## config.mk

```make
export PLATFORM = sky130hd
export DESIGN_NAME = mem_arbiter
export DESIGN_NICKNAME = d
export VERILOG_FILES = /design/src/rtl/mem_arbiter.sv
export SDC_FILE = /design/constraint.sdc
export NUM_CORES = 1
export LEC_CHECK = 0
export CAP_MARGIN = 20
export CORE_ASPECT_RATIO = 0.7
export CORE_MARGIN = 2
export CORE_UTILIZATION = 40
export DETAILED_ROUTE_END_ITERATION = 12
export GPL_ROUTABILITY_DRIVEN = 0
export PLACE_DENSITY = 0.79
export SLEW_MARGIN = 20
export SYNTH_ARGS = -nofsm -noshare
export SYNTH_HDL_FRONTEND = slang
export SYNTH_SLANG_ARGS = --single-unit
```

## constraint.sdc

```tcl
create_clock -name clock -period 2.52 [get_ports clock]
set_input_delay 0.756 -clock clock [delete_from_list [all_inputs] [get_ports clock]]
set_output_delay 0.756 -clock clock [all_outputs]
set_load 0.1 [all_outputs]
```

## src/rtl/mem_arbiter.sv

```systemverilog
// rtl/mem_arbiter.sv - two-requester memory port arbiter with watchdog timeout
//
// Purpose: shares one memory/peripheral port between instruction fetch
// (read-only) and load/store data access, one transaction at a time. A
// watchdog completes any transaction stalled longer than TIMEOUT_CYCLES
// with an error flag (TIMEOUT_CYCLES = 0 disables it).
//
// Optional feature: define MEM_ARBITER_ROUND_ROBIN_EN for alternating
// priority on ties; otherwise data always beats fetch.
//
// Ports:
//   clock, reset_n          clock (rising edge), async active-low reset
//   if_req/if_addr          fetch request, held until if_gnt
//   if_gnt                  combinational accept for fetch
//   if_valid/if_rdata/if_err  registered fetch completion
//   d_req/d_we/d_addr/d_wdata/d_wstrb  data request, held until d_gnt
//   d_gnt                   combinational accept for data
//   d_valid/d_rdata/d_err   registered data completion
//   mem_req/mem_we/mem_addr/mem_wdata/mem_wstrb  memory request side
//   mem_ack/mem_rdata       memory completion, read data same cycle
module mem_arbiter #(
  parameter int ADDR_WIDTH     = 32,
  parameter int DATA_WIDTH     = 32,
  parameter int TIMEOUT_CYCLES = 16
) (
  input  logic                    clock,
  input  logic                    reset_n,
  input  logic                    if_req,
  input  logic [ADDR_WIDTH-1:0]   if_addr,
  output logic                    if_gnt,
  output logic                    if_valid,
  output logic [DATA_WIDTH-1:0]   if_rdata,
  output logic                    if_err,
  input  logic                    d_req,
  input  logic                    d_we,
  input  logic [ADDR_WIDTH-1:0]   d_addr,
  input  logic [DATA_WIDTH-1:0]   d_wdata,
  input  logic [DATA_WIDTH/8-1:0] d_wstrb,
  output logic                    d_gnt,
  output logic                    d_valid,
  output logic [DATA_WIDTH-1:0]   d_rdata,
  output logic                    d_err,
  output logic                    mem_req,
  output logic                    mem_we,
  output logic [ADDR_WIDTH-1:0]   mem_addr,
  output logic [DATA_WIDTH-1:0]   mem_wdata,
  output logic [DATA_WIDTH/8-1:0] mem_wstrb,
  input  logic                    mem_ack,
  input  logic [DATA_WIDTH-1:0]   mem_rdata
);

  localparam int SW = DATA_WIDTH / 8;
  // Counter only needs to reach TIMEOUT_CYCLES-1.
  localparam int CW = (TIMEOUT_CYCLES > 1) ? $clog2(TIMEOUT_CYCLES) : 1;
  localparam logic [CW-1:0] TO_LAST = CW'((TIMEOUT_CYCLES > 0) ? TIMEOUT_CYCLES - 1 : 0);
  localparam logic [CW-1:0] CNT_ONE = 1;
  localparam bit TO_EN = (TIMEOUT_CYCLES != 0);

  typedef enum logic [1:0] {
    S_IDLE    = 2'd0,
    S_BUSY_IF = 2'd1,
    S_BUSY_D  = 2'd2
  } state_t;

  state_t r_state;
  state_t w_next;

  logic                  r_we;
  logic [ADDR_WIDTH-1:0] r_addr;
  logic [DATA_WIDTH-1:0] r_wdata;
  logic [SW-1:0]         r_wstrb;
  logic [CW-1:0]         r_cnt;

  logic                  r_if_valid;
  logic                  r_if_err;
  logic [DATA_WIDTH-1:0] r_if_rdata;
  logic                  r_d_valid;
  logic                  r_d_err;
  logic [DATA_WIDTH-1:0] r_d_rdata;

  logic w_pick_d;
  logic w_pick_if;
  logic w_timeout;

`ifdef MEM_ARBITER_ROUND_ROBIN_EN
  // 1 = data was granted last; reset value (fetch) lets data win the first tie.
  logic r_last_d;

  always_ff @(posedge clock or negedge reset_n) begin
    if (!reset_n) begin
      r_last_d <= 1'b0;
    end else if (d_gnt) begin
      r_last_d <= 1'b1;
    end else if (if_gnt) begin
      r_last_d <= 1'b0;
    end
  end

  assign w_pick_d = d_req && (!if_req || !r_last_d);
`else
  assign w_pick_d = d_req;
`endif
  assign w_pick_if = if_req && !w_pick_d;

  always_ff @(posedge clock or negedge reset_n) begin
    if (!reset_n) begin
      r_state <= S_IDLE;
    end else begin
      r_state <= w_next;
    end
  end

  always_comb begin
    w_next    = r_state;
    if_gnt    = 1'b0;
    d_gnt     = 1'b0;
    w_timeout = 1'b0;
    case (r_state)
      S_IDLE: begin
        if (w_pick_d) begin
          d_gnt  = 1'b1;
          w_next = S_BUSY_D;
        end else if (w_pick_if) begin
          if_gnt = 1'b1;
          w_next = S_BUSY_IF;
        end
      end
      S_BUSY_IF, S_BUSY_D: begin
        // A late ack on the threshold cycle still counts as a normal completion.
        if (mem_ack) begin
          w_next = S_IDLE;
        end else if (TO_EN && (r_cnt == TO_LAST)) begin
          w_timeout = 1'b1;
          w_next    = S_IDLE;
        end
      end
      default: w_next = S_IDLE;
    endcase
  end

  always_ff @(posedge clock or negedge reset_n) begin
    if (!reset_n) begin
      r_we       <= 1'b0;
      r_addr     <= '0;
      r_wdata    <= '0;
      r_wstrb    <= '0;
      r_cnt      <= '0;
      r_if_valid <= 1'b0;
      r_if_err   <= 1'b0;
      r_if_rdata <= '0;
      r_d_valid  <= 1'b0;
      r_d_err    <= 1'b0;
      r_d_rdata  <= '0;
    end else begin
      r_if_valid <= 1'b0;
      r_if_err   <= 1'b0;
      r_d_valid  <= 1'b0;
      r_d_err    <= 1'b0;
      case (r_state)
        S_IDLE: begin
          if (d_gnt) begin
            r_we    <= d_we;
            r_addr  <= d_addr;
            r_wdata <= d_wdata;
            // Reads never present byte enables on the bus.
            r_wstrb <= d_we ? d_wstrb : '0;
            r_cnt   <= '0;
          end else if (if_gnt) begin
            r_we    <= 1'b0;
            r_addr  <= if_addr;
            r_wdata <= '0;
            r_wstrb <= '0;
            r_cnt   <= '0;
          end
        end
        S_BUSY_IF: begin
          if (mem_ack) begin
            r_if_valid <= 1'b1;
            r_if_rdata <= mem_rdata;
          end else if (w_timeout) begin
            r_if_valid <= 1'b1;
            r_if_err   <= 1'b1;
            r_if_rdata <= '0;
          end else begin
            r_cnt <= r_cnt + CNT_ONE;
          end
        end
        S_BUSY_D: begin
          if (mem_ack) begin
            r_d_valid <= 1'b1;
            if (!r_we) begin
              r_d_rdata <= mem_rdata;
            end
          end else if (w_timeout) begin
            r_d_valid <= 1'b1;
            r_d_err   <= 1'b1;
            r_d_rdata <= '0;
          end else begin
            r_cnt <= r_cnt + CNT_ONE;
          end
        end
        default: ;
      endcase
    end
  end

  // mem_req decodes straight from state so an async reset drops it at once.
  assign mem_req   = (r_state != S_IDLE);
  assign mem_we    = r_we;
  assign mem_addr  = r_addr;
  assign mem_wdata = r_wdata;
  assign mem_wstrb = r_wstrb;

  assign if_valid  = r_if_valid;
  assign if_err    = r_if_err;
  assign if_rdata  = r_if_rdata;
  assign d_valid   = r_d_valid;
  assign d_err     = r_d_err;
  assign d_rdata   = r_d_rdata;

endmodule

```

==> results.json <==
{
  "status": "completed",
  "cts_tree": "yes",
  "nets": 939,
  "ys_ff_latch": 143,
  "grt_max_degree": 66,
  "period_share_pct": 99.0,
  "tightest_slew_ns": 0.566,
  "grt_util_met2_pct": 39.2,
  "cts_max_level": 4,
  "fmax_mhz": 401,
  "r2r_slack_ns": 0.54,
  "fin_skew_ns": 0.00752,
  "drive_gt1_share_pct": 24.7,
  "clockBufferDepth": 2,
  "routed_via_density": 5.35,
  "start_kind": "input port",
  "fin_ws_ns": 0.0254,
  "rsz0062_at_grt": "yes",
  "core-area_sq_um": 14500,
  "crit_family": "buffers and inverters",
  "slew_viol_final": 0,
  "worstPathCellList": "clkdlybuf4s50_1, nor2b_2, and2_4, buf_12",
  "worstSetupPathType": "input port to output port",
  "hold_class": "input port to async pin",
  "start_util_pct": 40.6,
  "synth_nets": 672,
  "diodes": 0,
  "syn_inst": 530,
  "insertion_delay_ns": 0.41,
  "r2r-end": "r_cnt[3]",
  "syn_area_sq_um": 5900,
  "dp_hpwl_um": 13000,
  "slowest_delay_ns": 0.48,
  "totalWireLength_um": 18200,
  "path_buf_inv": 2,
  "antenna_found_initial": 0,
  "min_period_ns": 2.49,
  "hold_violations": 0,
  "gr-max-usage-layer": "met2",
  "hold_buffers": 0,
  "critPathRequiredTime_ns": 1.76,
  "synthToLayoutAreaGrowth_pct": 56.4,
  "num_vias": 5381,
  "io_pins": 278,
  "cts_root_buf": "clkbuf_16",
  "drtIter0Drc": 228,
  "finalSetupViolCount": 0,
  "final_util_pct": 63.4,
  "cap_violations": 0,
  "dr.pass1.iters": 4,
  "grt_use_met1_pct": 28.8,
  "slew_headroom_pct": 62.3,
  "drtAntennaViolNets": 0,
  "yosysUniqueCellTypes": 30,
  "io_buffers": 277,
  "route.detailed.drc": 0,
  "grt_first_pass_wirelength_um": 28600,
  "cts_sinks": 143,
  "die_y_um": 106,
  "rows": 37,
  "worstRegToRegCells": 6,
  "grtUsageMet3_pct": 6.62,
  "grt_pass1_vias": 5445,
  "crit_slowest_cell": "clkdlybuf4s50_1",
  "clkTransAtPathRegs_ns": 0.06,
  "dieWidth_um": 149,
  "gr-total-overflow": 0,
  "setup.worst_path.end_class": "output port",
  "die_area_sq_um": 15700,
  "arrival_ns": 1.74,
  "ys_warn_count": 0,
  "reg2reg_from": "r_state[1]",
  "cts-buffers-inserted": 17,
  "seq_area_frac_synth_pct": 60.7,
  "worstPathMaxFanout": 2,
  "place_ws_ns": 0.00844,
  "track_usage_pct": 23.1,
  "syn_avg_cell_area_sq_um": 11.1,
  "detail_route.wl_per_cell_um": 18.2
}
## repair_timing
action	4_1_cts	5_1_grt
setup buffers	0	0
gates cloned	0	0
pin swaps	0	0
endpoints found under the setup margin	1	2
resized for setup	1	2
## state kept, by name, summed over array words and instances, names as in the netlist
name,cells
mem_wdata,32
d_valid,1
d_err,1
if_err,1
mem_wstrb,4
mem_addr,32
if_valid,1
d_rdata,32
if_rdata,32
r_state,2
mem_we,1
r_cnt,4
## stage by stage
stage                     TNS, ns  hold slack, ns  area (sq um)  instances
final                           0           0.279          9220       1005
after global routing      -0.0205           0.305          9220       1005
after CTS                       0           0.297          9220       1005
after detailed placement        0           0.472          8620        973
after global placement          0           0.469          8620        973
after floorplan           -0.0572           0.460          5900        530
## routing by layer
| metal | share of wire [%] | up-vias |
|---|---|---|
| met5 | 0 | - |
| met4 | 1.6 | 0 |
| met3 | 6.9 | 23 |
| met2 | 49 | 215 |
| met1 | 42 | 2676 |
| li1 | - | 2467 |
## cells by family after synthesis
kind of cell,after synthesis,synth area share (%)
AO/OA/AOI/OAI,211,26.2
adder cells (fa/ha/maj),4,0.849
buffers and inverters,52,3.67
flip-flops,143,60.7
AND/OR/NAND/NOR,120,8.61
## area by class of cell
type / instances / area (sq um)
Inverter: 5 / 18.8
Timing Repair Buffer: 295 / 2660
Tap cell: 195 / 244
Clock buffer: 19 / 433
Multi-Input combinational cell: 335 / 2120
Sequential cell: 143 / 3580
Fill cell: 1145 / 5320
Clock inverter: 13 / 165
## worst max path at each step
stage	cells past startpoint	start	endpoint
floorplan	5	d_req	if_gnt
finish	4	if_req	if_gnt
CTS	4	if_req	if_gnt
detailed placement	4	if_req	if_gnt
global route	4	if_req	if_gnt
global placement	4	if_req	if_gnt
## worst reg2reg max path, stage by stage (launching register included)
cell and delay, ns:
dfrtp_1 0.41, inv_1 0.12, ha_2 0.33, and2b_4 0.26
o22ai_2 0.11, or4_1 0.51, a21oi_1 0.16
## cells in the final DEF, fill, tap and decap left out, types with 2 or more instances in the layout
| cell type | synthesis | final |
|---|---|---|
| a22oi_1 | 32 | 32 |
| dfrtp_1 | 143 | 142 |
| nor2b_2 | 1 | 2 |
| clkdlybuf4s50_1 | 0 | 136 |
| buf_4 | 0 | 150 |
| clkinvlp_4 | 0 | 4 |
| a22o_1 | 98 | 98 |
| ha_1 | 4 | 3 |
| clkbuf_16 | 0 | 17 |
| clkinv_4 | 0 | 3 |
| buf_12 | 0 | 8 |
| and2_1 | 5 | 3 |
| a21oi_1 | 2 | 2 |
| nand2_1 | 102 | 102 |
| inv_1 | 5 | 5 |
| clkbuf_1 | 34 | 2 |
| o21ai_0 | 65 | 65 |
| bufinv_16 | 0 | 3 |
| nand3_1 | 2 | 2 |
| o21ai_1 | 6 | 5 |
| a32o_1 | 4 | 4 |
| clkinv_2 | 0 | 2 |
## cell usage after synthesis, drive strengths merged
master | n | area share [%]
ha | 4 | 0.85
a22oi | 32 | 4.1
nor2b | 4 | 0.59
buf | 13 | 1.2
dfrtp | 143 | 61
a22o | 98 | 15
and2 | 5 | 0.53
a21oi | 2 | 0.17
clkbuf | 34 | 2.2
nand2b | 1 | 0.11
o22ai | 1 | 0.21
nand3b | 1 | 0.13
and2b | 1 | 0.17
inv | 5 | 0.32
o21ai | 71 | 6.0
or2 | 1 | 0.11
or4 | 1 | 0.13
nand3 | 2 | 0.17
a32o | 4 | 0.68
nand2 | 102 | 6.5
a41o | 1 | 0.19
o311ai | 1 | 0.15
o31ai | 1 | 0.13
or2b | 1 | 0.13
nor2 | 1 | 0.064
Power is not shown: default switching activity piles up to over one toggle a cycle in this logic, so the estimate is an artifact.
